`config.mk`:
```
export PLATFORM = sky130hd
export DESIGN_NAME = id_stage_decoder
export DESIGN_NICKNAME = d
export VERILOG_FILES = /design/src/rtl/id_pkg.sv /design/src/rtl/id_ctrl_rom.sv /design/src/rtl/id_stage_decoder.sv
export SDC_FILE = /design/constraint.sdc
export NUM_CORES = 1
export LEC_CHECK = 0
export CAP_MARGIN = 20
export CORE_MARGIN = 4
export CORE_UTILIZATION = 30
export DETAILED_ROUTE_END_ITERATION = 7
export SLEW_MARGIN = 20
export SYNTH_ARGS = -nofsm -noshare
export SYNTH_HDL_FRONTEND = slang
export SYNTH_HIERARCHICAL = 1
export SYNTH_SLANG_ARGS = --single-unit
```
`constraint.sdc`:
```
create_clock -name clk -period 5 [get_ports clk]
set_clock_uncertainty 0.2 [all_clocks]
set_input_delay 0.5 -clock clk [delete_from_list [all_inputs] [get_ports clk]]
set_output_delay 0.5 -clock clk [all_outputs]
set_load 0.05 [all_outputs]
```
`src/rtl/id_pkg.sv`:
```
// rtl/id_pkg.sv - shared opcodes, ALU operation codes and control struct for the decode stage
package id_pkg;

  localparam logic [5:0] OP_RTYPE = 6'h00;
  localparam logic [5:0] OP_J     = 6'h02;
  localparam logic [5:0] OP_BEQ   = 6'h04;
  localparam logic [5:0] OP_BNE   = 6'h05;
  localparam logic [5:0] OP_ADDI  = 6'h08;
  localparam logic [5:0] OP_SLTI  = 6'h0A;
  localparam logic [5:0] OP_ANDI  = 6'h0C;
  localparam logic [5:0] OP_ORI   = 6'h0D;
  localparam logic [5:0] OP_LW    = 6'h23;
  localparam logic [5:0] OP_SW    = 6'h2B;

  localparam logic [5:0] FN_ADD = 6'h20;
  localparam logic [5:0] FN_SUB = 6'h22;
  localparam logic [5:0] FN_AND = 6'h24;
  localparam logic [5:0] FN_OR  = 6'h25;
  localparam logic [5:0] FN_SLT = 6'h2A;

  localparam logic [2:0] ALU_ADD = 3'd0;
  localparam logic [2:0] ALU_SUB = 3'd1;
  localparam logic [2:0] ALU_AND = 3'd2;
  localparam logic [2:0] ALU_OR  = 3'd3;
  localparam logic [2:0] ALU_SLT = 3'd4;
  localparam logic [2:0] ALU_CMP = 3'd6;

  typedef struct packed {
    logic [2:0] alu_op;
    logic       alu_src2;
    logic       reg_write;
    logic       reg_dst;
    logic       mem_read;
    logic       mem_write;
    logic       mem_to_reg;
    logic       branch;
    logic       branch_ne;
    logic       jump;
    logic       zero_ext;
    logic       illegal;
  } ctrl_t;

  // Instructions whose rt field is a source register and so can hit a load-use hazard
  function automatic logic reads_rt(input logic [5:0] op);
    return (op == OP_RTYPE) || (op == OP_BEQ) || (op == OP_BNE) || (op == OP_SW);
  endfunction

endpackage

```
`src/rtl/id_ctrl_rom.sv`:
```
// rtl/id_ctrl_rom.sv - combinational opcode/funct to control-struct decode
module id_ctrl_rom
  import id_pkg::*;
(
  input  logic [5:0] i_opcode,
  input  logic [5:0] i_funct,
  output ctrl_t      o_ctrl
);

  always_comb begin
    o_ctrl = '0;
    case (i_opcode)
      OP_RTYPE: begin
        o_ctrl.reg_dst   = 1'b1;
        o_ctrl.reg_write = 1'b1;
        case (i_funct)
          FN_ADD: o_ctrl.alu_op = ALU_ADD;
          FN_SUB: o_ctrl.alu_op = ALU_SUB;
          FN_AND: o_ctrl.alu_op = ALU_AND;
          FN_OR:  o_ctrl.alu_op = ALU_OR;
          FN_SLT: o_ctrl.alu_op = ALU_SLT;
          default: begin
            o_ctrl         = '0;
            o_ctrl.illegal = 1'b1;
          end
        endcase
      end
      OP_LW: begin
        o_ctrl.alu_op     = ALU_ADD;
        o_ctrl.alu_src2   = 1'b1;
        o_ctrl.mem_read   = 1'b1;
        o_ctrl.mem_to_reg = 1'b1;
        o_ctrl.reg_write  = 1'b1;
      end
      OP_SW: begin
        o_ctrl.alu_op    = ALU_ADD;
        o_ctrl.alu_src2  = 1'b1;
        o_ctrl.mem_write = 1'b1;
      end
      OP_ADDI: begin
        o_ctrl.alu_op    = ALU_ADD;
        o_ctrl.alu_src2  = 1'b1;
        o_ctrl.reg_write = 1'b1;
      end
      OP_SLTI: begin
        o_ctrl.alu_op    = ALU_SLT;
        o_ctrl.alu_src2  = 1'b1;
        o_ctrl.reg_write = 1'b1;
      end
      OP_ANDI: begin
        o_ctrl.alu_op    = ALU_AND;
        o_ctrl.alu_src2  = 1'b1;
        o_ctrl.reg_write = 1'b1;
        o_ctrl.zero_ext  = 1'b1;
      end
      OP_ORI: begin
        o_ctrl.alu_op    = ALU_OR;
        o_ctrl.alu_src2  = 1'b1;
        o_ctrl.reg_write = 1'b1;
        o_ctrl.zero_ext  = 1'b1;
      end
      OP_BEQ: begin
        o_ctrl.alu_op = ALU_CMP;
        o_ctrl.branch = 1'b1;
      end
      OP_BNE: begin
        o_ctrl.alu_op    = ALU_CMP;
        o_ctrl.branch    = 1'b1;
        o_ctrl.branch_ne = 1'b1;
      end
      OP_J: begin
        o_ctrl.jump = 1'b1;
      end
      default: begin
        o_ctrl.illegal = 1'b1;
      end
    endcase
  end

endmodule

```
`src/rtl/id_stage_decoder.sv`:
```
// rtl/id_stage_decoder.sv - registered decode stage with load-use bubbles, flush and stall counter
// ID_ILLEGAL_TRAP_EN: illegal instructions are consumed without a bundle and set sticky illegal_o.
module id_stage_decoder
  import id_pkg::*;
#(
  parameter int DATA_W  = 32,
  parameter int ALUOP_W = 4,
  parameter int CNT_W   = 16
) (
  input  logic               clk,
  input  logic               rst_n,
  input  logic               in_valid,
  output logic               in_ready,
  input  logic [31:0]        in_instr,
  input  logic               flush,
  output logic               out_valid,
  input  logic               out_ready,
  output logic [4:0]         rs_o,
  output logic [4:0]         rt_o,
  output logic [4:0]         rd_o,
  output logic [DATA_W-1:0]  imm_o,
  output logic [25:0]        jump_target_o,
  output logic [ALUOP_W-1:0] alu_op_o,
  output logic               alu_src2_o,
  output logic               reg_write_o,
  output logic               reg_dst_o,
  output logic               mem_read_o,
  output logic               mem_write_o,
  output logic               mem_to_reg_o,
  output logic               branch_o,
  output logic               branch_ne_o,
  output logic               jump_o,
  output logic               illegal_o,
  output logic [CNT_W-1:0]   stall_cnt_o
);

`ifdef ID_ILLEGAL_TRAP_EN
  localparam logic TRAP_EN = 1'b1;
`else
  localparam logic TRAP_EN = 1'b0;
`endif

  logic               r_valid;
  logic [4:0]         r_rs;
  logic [4:0]         r_rt;
  logic [4:0]         r_rd;
  logic [DATA_W-1:0]  r_imm;
  logic [25:0]        r_jump_target;
  logic [ALUOP_W-1:0] r_alu_op;
  logic               r_alu_src2;
  logic               r_reg_write;
  logic               r_reg_dst;
  logic               r_mem_read;
  logic               r_mem_write;
  logic               r_mem_to_reg;
  logic               r_branch;
  logic               r_branch_ne;
  logic               r_jump;
  logic               r_illegal;
  logic [CNT_W-1:0]   r_stall_cnt;

  ctrl_t              w_ctrl;
  logic [5:0]         w_op;
  logic [4:0]         w_src_rs;
  logic [4:0]         w_src_rt;
  logic               w_hazard;
  logic               w_accept;
  logic               w_bubble;
  logic [DATA_W-1:0]  w_imm;

  assign w_op     = in_instr[31:26];
  assign w_src_rs = in_instr[25:21];
  assign w_src_rt = in_instr[20:16];

  id_ctrl_rom u_ctrl_rom (
    .i_opcode (w_op),
    .i_funct  (in_instr[5:0]),
    .o_ctrl   (w_ctrl)
  );

  // Hazard is computed from the instruction bits alone so in_ready never looks at in_valid
  assign w_hazard = r_valid && r_mem_read && (r_rd != 5'd0) &&
                    ((r_rd == w_src_rs) || (reads_rt(w_op) && (r_rd == w_src_rt)));

  assign in_ready = flush || ((!r_valid || out_ready) && !w_hazard);
  assign w_accept = in_valid && in_ready;
  assign w_bubble = in_valid && w_hazard && out_ready;

  assign w_imm = w_ctrl.zero_ext ? DATA_W'(in_instr[15:0])
                                 : DATA_W'($signed(in_instr[15:0]));

  always_ff @(posedge clk or negedge rst_n) begin
    if (!rst_n) begin
      r_valid       <= 1'b0;
      r_rs          <= '0;
      r_rt          <= '0;
      r_rd          <= '0;
      r_imm         <= '0;
      r_jump_target <= '0;
      r_alu_op      <= '0;
      r_alu_src2    <= 1'b0;
      r_reg_write   <= 1'b0;
      r_reg_dst     <= 1'b0;
      r_mem_read    <= 1'b0;
      r_mem_write   <= 1'b0;
      r_mem_to_reg  <= 1'b0;
      r_branch      <= 1'b0;
      r_branch_ne   <= 1'b0;
      r_jump        <= 1'b0;
      r_illegal     <= 1'b0;
      r_stall_cnt   <= '0;
    end else if (flush) begin
      r_valid <= 1'b0;
    end else if (w_bubble) begin
      r_valid <= 1'b0;
      if (r_stall_cnt != {CNT_W{1'b1}}) begin
        r_stall_cnt <= r_stall_cnt + CNT_W'(1);
      end
    end else if (w_accept) begin
      if (TRAP_EN && w_ctrl.illegal) begin
        r_valid   <= 1'b0;
        r_illegal <= 1'b1;
      end else begin
        r_valid       <= 1'b1;
        r_rs          <= w_src_rs;
        r_rt          <= w_src_rt;
        r_rd          <= w_ctrl.reg_dst ? in_instr[15:11] : w_src_rt;
        r_imm         <= w_imm;
        r_jump_target <= in_instr[25:0];
        r_alu_op      <= ALUOP_W'(w_ctrl.alu_op);
        r_alu_src2    <= w_ctrl.alu_src2;
        r_reg_write   <= w_ctrl.reg_write;
        r_reg_dst     <= w_ctrl.reg_dst;
        r_mem_read    <= w_ctrl.mem_read;
        r_mem_write   <= w_ctrl.mem_write;
        r_mem_to_reg  <= w_ctrl.mem_to_reg;
        r_branch      <= w_ctrl.branch;
        r_branch_ne   <= w_ctrl.branch_ne;
        r_jump        <= w_ctrl.jump;
      end
    end else if (out_ready) begin
      r_valid <= 1'b0;
    end
  end

  assign out_valid     = r_valid;
  assign rs_o          = r_rs;
  assign rt_o          = r_rt;
  assign rd_o          = r_rd;
  assign imm_o         = r_imm;
  assign jump_target_o = r_jump_target;
  assign alu_op_o      = r_alu_op;
  assign alu_src2_o    = r_alu_src2;
  assign reg_write_o   = r_reg_write;
  assign reg_dst_o     = r_reg_dst;
  assign mem_read_o    = r_mem_read;
  assign mem_write_o   = r_mem_write;
  assign mem_to_reg_o  = r_mem_to_reg;
  assign branch_o      = r_branch;
  assign branch_ne_o   = r_branch_ne;
  assign jump_o        = r_jump;
  assign illegal_o     = r_illegal;
  assign stall_cnt_o   = r_stall_cnt;

endmodule

```
==> flow_summary_export.csv <==
group,metric,value,unit
outcome,status,"finished clean",
setup_path,start_kind,"input port",
placed_design,gp_routability_congestion,0.723,
setup_path,path_max_fanout,13,
placed_design,place_ws,1.42,ns
cts,cts_buffers,9,
cts,ctsHtreeMaxLevel,3,
floorplanning,dieArea,13300,um^2
finish,area_delta_synth_final,43.6,%
timing,maxSlewViolCount,0,
timing,fin_ws,1.43,ns
power_and_ir_drop,irDropWorstVdd,0.186,mV
global_routing,grt_antenna_before_repair,0,
routing,postRouteWirelength,8.41,mm
timing,fin_crit,3.57,ns
placed_design,dp.cells,507,
setup_path,rr_worst_depth,7,
synthesis,syn_inst,276,
global_routing,grt_max_degree,62,
cts,clkSinkCount,61,
cts,cts_buffer_depth,2,
setup_path,r2r_setup_slack,2.26,ns
setup_path,reg2reg_from,"rd_o[2]",
timing,relSlewSlack,46.8,%
global_routing,grt_overflow,0,
finish,fill_cells,1048,
timing,worstMarginPinSlew,0.798,ns
finish,final_common_cell,"clkdlybuf4s50_1",
global_routing,grt_pass1_vias,2423,
cts,cts-hold-fix-buffers,0,
routing,via_per_inst,4.61,
finish,diodes,0,
finish,multi_input_area,1530,um^2
routing,num_vias,2410,
timing,fin_tns_setup,0,ns
placed_design,port_buffers,139,
floorplanning,start_util,31.3,%
floorplanning,core,11000,um^2
timing,report.final.setup_viol,0,
cts,cts_tree,"yes",
cts,ctsResizeCount,0,
setup_path,path_class,"input port to output pin",
routing,wire_per_inst,16.1,um
min_path,hp-class,"input port to async pin",
routing,drt_first_pass_iters,4,
floorplanning,die_h,115,um
finish,final-seq-area,1530,um^2
global_routing,grtUsageTotal,12.9,%
floorplanning,io_pins,142,
cts,cts-root-buf,"clkbuf_16",
floorplanning,die_w,115,um
finish,final_cells,523,
flow_run,cap_violations,0,
cts,post-cts-setup-buffers,0,
synthesis,syn-mean-instance-area,12.5,um^2
routing,ant_nets,0,
setup_path,cp-end-kind,"output pin",
finish,final_layout_size_suffix_gt1_share,19.3,%
setup_path,required,4.30,ns
placed_design,place_hpwl,6.26,mm
power_and_ir_drop,pwr_density_cell,412,nW/um^2
routing,first_iter_violations,82,
setup_path,reg2reg_to,"rs_o[0]",
global_routing,grt_pass1_wl,13.4,mm
routing,drc,0,
synthesis,yosys_warnings,8,
timing,rsz0062_at_grt,"no",
finish,layout_common_cells,"138 x clkdlybuf4s50_1, 61 x dfrtp_1, 38 x mux2_4",
power_and_ir_drop,p_leak,0.00217,uW
cts,clock_latency,0.32,ns
timing,period_share,71.5,%
cts,path_clk_slew,0.05,ns
floorplanning,num_rows,38,
timing,hold_viol_final,0,
synthesis,syn_area,3450,um^2
timing,max_freq,280,MHz
finish,nets,416,
setup_path,arrival,2.87,ns
-- cell type report --
type                       instances  share of cell area, %
sequential                        61                   30.8
multi-input combinational        161                   30.8
timing repair buffer             142                   28.4
inverter                           3                  0.227
clock buffer                      11                   4.70
clock inverter                     5                   1.51
tap                              140                   3.53
-- per-stage QoR --
stage          hold WS, ns  utilization [%]  total power, uW  instance area, um^2
6_report             0.153             44.9             2040                 4960
5_1_grt              0.251             44.9             2120                 4960
4_1_cts              0.197             44.9             2080                 4960
3_5_place_dp         0.295             42.1             1410                 4650
3_3_place_gp         0.283             42.1             1400                 4650
2_1_floorplan      0.00441                -             1200                 3460
-- routing by layer --
metal	global-route usage [%]	wire length, um	vias to the layer above
met4	5.63	173	0
met5	0	0	-
li1	-	-	1132
met1	18.0	3930	1172
met2	18.8	3690	93
met3	3.58	622	13
-- power by group --
group          internal [uW]  switching (uW)  total [uW]  leakage [uW]
clock                    434             217         651      0.000153
sequential               544            52.5         596      0.000779
combinational            291             506         797       0.00124
total                   1270             775        2040       0.00217
-- critical path: stages --
cell and delay (ns):
clkdlybuf4s50_1 0.70, and3_1 0.22, mux2i_1 0.07, nor4_1 0.27, nor2_1 0.16, o21ai_0 0.18
nand2_1 0.08, clkdlybuf4s50_1 0.70
-- flip-flops by register name (all words and copies together), names as in the netlist, 3 cells and up --
signal	flops
imm_o	17
stall_cnt_o	16
rd_o	5
rs_o	5
rt_o	4
alu_op_o	3
-- how the worst max path moves through the flow --
stage,start,endpoint,slack (ns),depth (start not counted)
after detailed placement,in_instr[29],in_ready,1.42,8
final,in_instr[29],in_ready,1.43,8
after CTS,in_instr[29],in_ready,1.40,8
after global placement,in_instr[29],in_ready,1.42,8
after floorplan,rd_o[1],in_ready,2.42,4
after global routing,in_instr[29],in_ready,1.22,8
No activity file was read; power rests on OpenSTA's default activity.
